$ cat config.mk
export PLATFORM = sky130hd
export DESIGN_NAME = button_conditioner
export DESIGN_NICKNAME = d
export VERILOG_FILES = /design/src/rtl/button_conditioner.sv
export SDC_FILE = /design/constraint.sdc
export NUM_CORES = 1
export LEC_CHECK = 0
export BUFFER_PORTS_ARGS = -buffer_cell sky130_fd_sc_hd__buf_2
export CAP_MARGIN = 20
export CELL_PAD_IN_SITES_DETAIL_PLACEMENT = 0
export CELL_PAD_IN_SITES_GLOBAL_PLACEMENT = 1
export CORE_ASPECT_RATIO = 0.9
export CORE_MARGIN = 1
export CORE_UTILIZATION = 45
export DETAILED_ROUTE_END_ITERATION = 10
export PLACE_DENSITY = 0.87
export SYNTH_ARGS = -nofsm -noshare
export SYNTH_HDL_FRONTEND = slang
export SYNTH_SLANG_ARGS = --single-unit
$ cat constraint.sdc
create_clock -name clk -period 7.2 [get_ports clk]
set_input_delay 2.16 -clock clk [delete_from_list [all_inputs] [get_ports clk]]
set_output_delay 2.16 -clock clk [all_outputs]
set_load 0.02 [all_outputs]
$ cat src/rtl/button_conditioner.sv
// Synchronises, debounces and edge-detects the five user pushbuttons into one-cycle press pulses.
// Up/down auto-repeat while held; holding both at once silences them.
module button_conditioner #(
  parameter int DEB_CYCLES = 1000000,
  parameter int REP_DELAY  = 50000000,
  parameter int REP_PERIOD = 20000000
) (
  input  logic clk,
  input  logic rst,
  input  logic btn_up,
  input  logic btn_dw,
  input  logic btn_lf,
  input  logic btn_rg,
  input  logic btn_prom,
  output logic up,
  output logic dw,
  output logic lf,
  output logic rg,
  output logic prom
);

  localparam int NB      = 5;
  localparam int DW      = $clog2(DEB_CYCLES + 1);
  localparam int REP_MAX = (REP_DELAY > REP_PERIOD) ? REP_DELAY : REP_PERIOD;
  localparam int RW      = $clog2(REP_MAX + 1);

  localparam logic [DW-1:0] DEB_MAX    = DW'(DEB_CYCLES);
  localparam logic [RW-1:0] REP_DLY_LD = RW'(REP_DELAY - 1);
  localparam logic [RW-1:0] REP_PER_LD = RW'(REP_PERIOD - 1);

  // bit order: 0 up, 1 dw, 2 lf, 3 rg, 4 prom
  logic [NB-1:0] raw;
  assign raw = {btn_prom, btn_rg, btn_lf, btn_dw, btn_up};

  logic [NB-1:0]         sync1_q, sync1_d;
  logic [NB-1:0]         sync2_q, sync2_d;
  logic [NB-1:0]         stable_q, stable_d;
  logic [NB-1:0]         stable_dly_q, stable_dly_d;
  logic [NB-1:0]         out_q, out_d;
  logic [NB-1:0][DW-1:0] deb_cnt_q, deb_cnt_d;
  logic [1:0]            rep_active_q, rep_active_d;
  logic [1:0][RW-1:0]    rep_cnt_q, rep_cnt_d;
  logic [NB-1:0]         press;
  logic                  conflict;

  always_comb begin
    sync1_d      = raw;
    sync2_d      = sync1_q;
    stable_dly_d = stable_q;
    stable_d     = stable_q;
    deb_cnt_d    = deb_cnt_q;

    for (int i = 0; i < NB; i++) begin
      if (sync2_q[i] == stable_q[i]) begin
        deb_cnt_d[i] = '0;
      end else if (deb_cnt_q[i] == DEB_MAX) begin
        stable_d[i]  = sync2_q[i];
        deb_cnt_d[i] = '0;
      end else begin
        deb_cnt_d[i] = deb_cnt_q[i] + 1'b1;
      end
    end

    // Conflict is judged on the stable levels that will hold while the output is visible.
    conflict = stable_d[0] & stable_d[1];
    press    = stable_q & ~stable_dly_q;
    if (conflict || (press[0] && press[1])) begin
      press[1:0] = 2'b00;
    end
    out_d = press;

    rep_active_d = rep_active_q;
    rep_cnt_d    = rep_cnt_q;
    for (int i = 0; i < 2; i++) begin
      if (conflict || !stable_d[i]) begin
        rep_active_d[i] = 1'b0;
        rep_cnt_d[i]    = '0;
      end else if (press[i]) begin
        rep_active_d[i] = 1'b1;
        rep_cnt_d[i]    = REP_DLY_LD;
      end else if (rep_active_q[i]) begin
        if (rep_cnt_q[i] == '0) begin
          out_d[i]     = 1'b1;
          rep_cnt_d[i] = REP_PER_LD;
        end else begin
          rep_cnt_d[i] = rep_cnt_q[i] - 1'b1;
        end
      end
    end
  end

  always_ff @(posedge clk or posedge rst) begin
    if (rst) begin
      sync1_q      <= '0;
      sync2_q      <= '0;
      stable_q     <= '1;
      stable_dly_q <= '1;
      out_q        <= '0;
      deb_cnt_q    <= '0;
      rep_active_q <= '0;
      rep_cnt_q    <= '0;
    end else begin
      sync1_q      <= sync1_d;
      sync2_q      <= sync2_d;
      stable_q     <= stable_d;
      stable_dly_q <= stable_dly_d;
      out_q        <= out_d;
      deb_cnt_q    <= deb_cnt_d;
      rep_active_q <= rep_active_d;
      rep_cnt_q    <= rep_cnt_d;
    end
  end

  assign up   = out_q[0];
  assign dw   = out_q[1];
  assign lf   = out_q[2];
  assign rg   = out_q[3];
  assign prom = out_q[4];

endmodule
==> impl_metrics.env <==
export IMPL_worst_setup_path_end_kind="asynchronous set/reset pin"
export IMPL_yosys_top_cells_area="dfrtp_1, xor2_1, nor2_1"
export IMPL_synthCells=913
export IMPL_power_density_nw_per_um2=206.8
export IMPL_yosysTopAreaCell="dfrtp_1"
export IMPL_required_ns=7.64
export IMPL_grt_usage=0.1798
export IMPL_r2r_start="rep_cnt_q[0]"
export IMPL_clk_path_buf_depth=2
export IMPL_synth_main_ff_cell="dfrtp_1"
export IMPL_syn_area_um2=8894
export IMPL_vias=6401
export IMPL_critPathBufInv=3
export IMPL_wl_per_cell_um=14.09
export IMPL_synth_edff_count=0
export IMPL_synthAdderAreaFrac=0.01688
export IMPL_first_pass_iters=5
export IMPL_tightest_slew_ns=1.077
export IMPL_crit_arrival_ns=3.63
export IMPL_post_cts_resized=0
export IMPL_boundaryPins=12
export IMPL_slew_violations=0
export IMPL_finalHoldViolCount=0
export IMPL_crit_end="deb_cnt_q[61]"
export IMPL_finalSetupViolCount=0
export IMPL_clk_pin_slew_ns=0.07
export IMPL_outcome="finished, final reports clean"
export IMPL_numCtsBuffers=17
export IMPL_dpl_hpwl_um=10580
export IMPL_r2r_cells=8
export IMPL_ir_worst_vdd_mv=0.1529
export IMPL_layout_common_cells="dfrtp_1, nor2_1, xor2_1, nand2_1, nand3_1"
export IMPL_die_w_um=150.2
export IMPL_synthMuxAreaShare=0.008301
export IMPL_synth_area_per_cell_um2=9.741
export IMPL_drc=0
export IMPL_antenna_found_initial=0
export IMPL_max_freq_ghz=0.3131
export IMPL_setup_tns_ns=0
export IMPL_crit_cells=3
export IMPL_post_cts_repair_setup_buffers=0
export IMPL_crit_chain="buf_2 > inv_8 > buf_4"
export IMPL_yosysTopAreaCellShare=0.4755
export IMPL_grt_max_degree=109
export IMPL_crit_type="in -> async"
export IMPL_ys_ff_latch=179
export IMPL_die_height_um=135.4
export IMPL_first_global_vias=6139
export IMPL_fin_util=0.5082
export IMPL_core_region_area_um2=19280
export IMPL_synth_simple_area_share=0.2641
export IMPL_cp_startpoint="rst"
export IMPL_io_buffer_count=11
export IMPL_ff2ff_setup_slack_ns=4.16
export IMPL_layout_drive_gt1_share=0.09509
export IMPL_clk_latency_ns=0.43
export IMPL_synthArstFlopShare=1.000
export IMPL_rsz0062_at_grt="false"
export IMPL_start_util=0.4613
export IMPL_clockRootBuffer="clkbuf_16"
export IMPL_r2r_end="rep_cnt_q[17]"
export IMPL_area_growth_pct=10.16
export IMPL_hp_class="reg -> reg"
export IMPL_num_rows=48
export IMPL_gp_congestion=0.7956
export IMPL_die_area_um2=20330
export IMPL_relSlewSlack=0.2780
export IMPL_setup_slack_ns=4.006
export IMPL_ys_types=68
export IMPL_yosys_area_share_xor_xnor=0.1054
export IMPL_crit_family="buffers and inverters"
export IMPL_viasPerCell=5.397
export IMPL_htreeDepth=4
export IMPL_drt_iter0_drc=397
export IMPL_final_common_cell="dfrtp_1"
export IMPL_cpPeakStageDelay_ns=0.80
export IMPL_grt_pass1_wl_um=29480
export IMPL_clock_skew_ns=0.008189
export IMPL_startpoint_type="input pin"
export IMPL_syn_nets=932
export IMPL_finalCriticalPeriod_ns=3.194
export IMPL_post_route_period_util=0.4436
export IMPL_n_antenna_cell=0
export IMPL_ys_warn_count=0
export IMPL_maxCapViolCount=0
export IMPL_leakage_nw=4.147
export IMPL_grt_overflow_total=0
export IMPL_crit_path_top_delay_cell="buf_4"
export IMPL_synth_top_family_by_area="simple AND/OR/NAND/NOR gates"
export IMPL_cts_hold_buffers_added=0
export IMPL_yosysSeqAreaShare=0.5051
export IMPL_wl_um=16710
export IMPL_cp_max_fo=108
export IMPL_place_ws_ns=3.396
export IMPL_drtAntennaViolNets=0
export IMPL_cts_sinks=179
export IMPL_synth_compound_area_frac=0.07259
export IMPL_fin_nets=942
export IMPL_cts_tree="built"
worst min-delay path by stage:
stage / slack [ns] / to / cells after the start / startpoint
floorplan: 0.33 / sync2_q[0] / 0 / sync1_q[0]
global placement: 0.33 / sync2_q[4] / 0 / sync1_q[4]
detailed placement: 0.33 / sync2_q[2] / 0 / sync1_q[2]
CTS: 0.35 / sync2_q[2] / 0 / sync1_q[2]
global route: 0.37 / sync2_q[4] / 0 / sync1_q[4]
finish: 0.35 / sync2_q[2] / 0 / sync1_q[2]
cells by family (layout without fill, tap and decap cells):
family,Yosys count,after routing
multiplexers,7,7
AND/OR/NAND/NOR,447,447
AO/OA/AOI/OAI,106,106
flip-flops,179,179
XOR/XNOR,107,107
buffers and inverters,55,78
adder cells (fa/ha/maj),12,12
report_power, final:
part	switching (mW)	total [mW]	internal [mW]
Combinational	0.0381	0.0506	0.0126
Clock	0.418	0.950	0.532
Sequential	0.00999	1.02	1.01
Total	0.466	2.03	1.56
cell usage after synthesis, types with 20 or more instances:
master,number
nand4_1,24
and3_1,20
dfrtp_1,169
nand2_1,61
nor3_1,29
a21oi_1,36
xor2_1,67
nor2_1,154
inv_1,29
xnor2_1,40
o21ai_0,22
nand3_1,58
per-stage QoR:
step	hold WS (ns)	instances	power, mW	instance area, um2
final	0.3488	1186	2.026	9797
after global routing	0.3712	1186	2.100	9797
after CTS	0.3506	1184	2.051	9774
after detailed placement	0.3347	1152	1.097	9165
after global placement	0.3334	1152	1.095	9165
after floorplan	0.3312	913	1.080	8894
worst reg2reg max path, cell delays in order, from the launching register on:
cell	delay, ns
dfrtp_1	0.43
inv_1	0.08
ha_1	0.17
nor4b_1	0.54
nand4b_1	0.30
nor3_2	0.88
o21ai_0	0.22
a32oi_1	0.19
a21oi_1	0.09
registers in the layout, summed over array words and instances, names as in the netlist:
register	count
sync2_q	5
sync1_q	5
rep_active_q	2
out_q	5
stable_dly_q	5
stable_dly_d	5
rep_cnt_q	52
deb_cnt_q	100
cell type report:
type	count	area (um2)
repair buffers	17	107.6
fillers	1749	9482
clock inverters	14	170.2
multi-input cells	679	4159
flip-flops and latches	179	4492
well taps	250	312.8
clock buffers	18	439.2
inverters	29	116.4
layer usage:
layer,global-route usage,routed length [um],vias up
met5,0,0,-
met4,0.04826,123,0
met3,0.03838,491,10
met2,0.2690,7338,85
met1,0.2631,8756,3104
li1,-,-,3202
No activity file was read; power rests on OpenSTA's default activity.
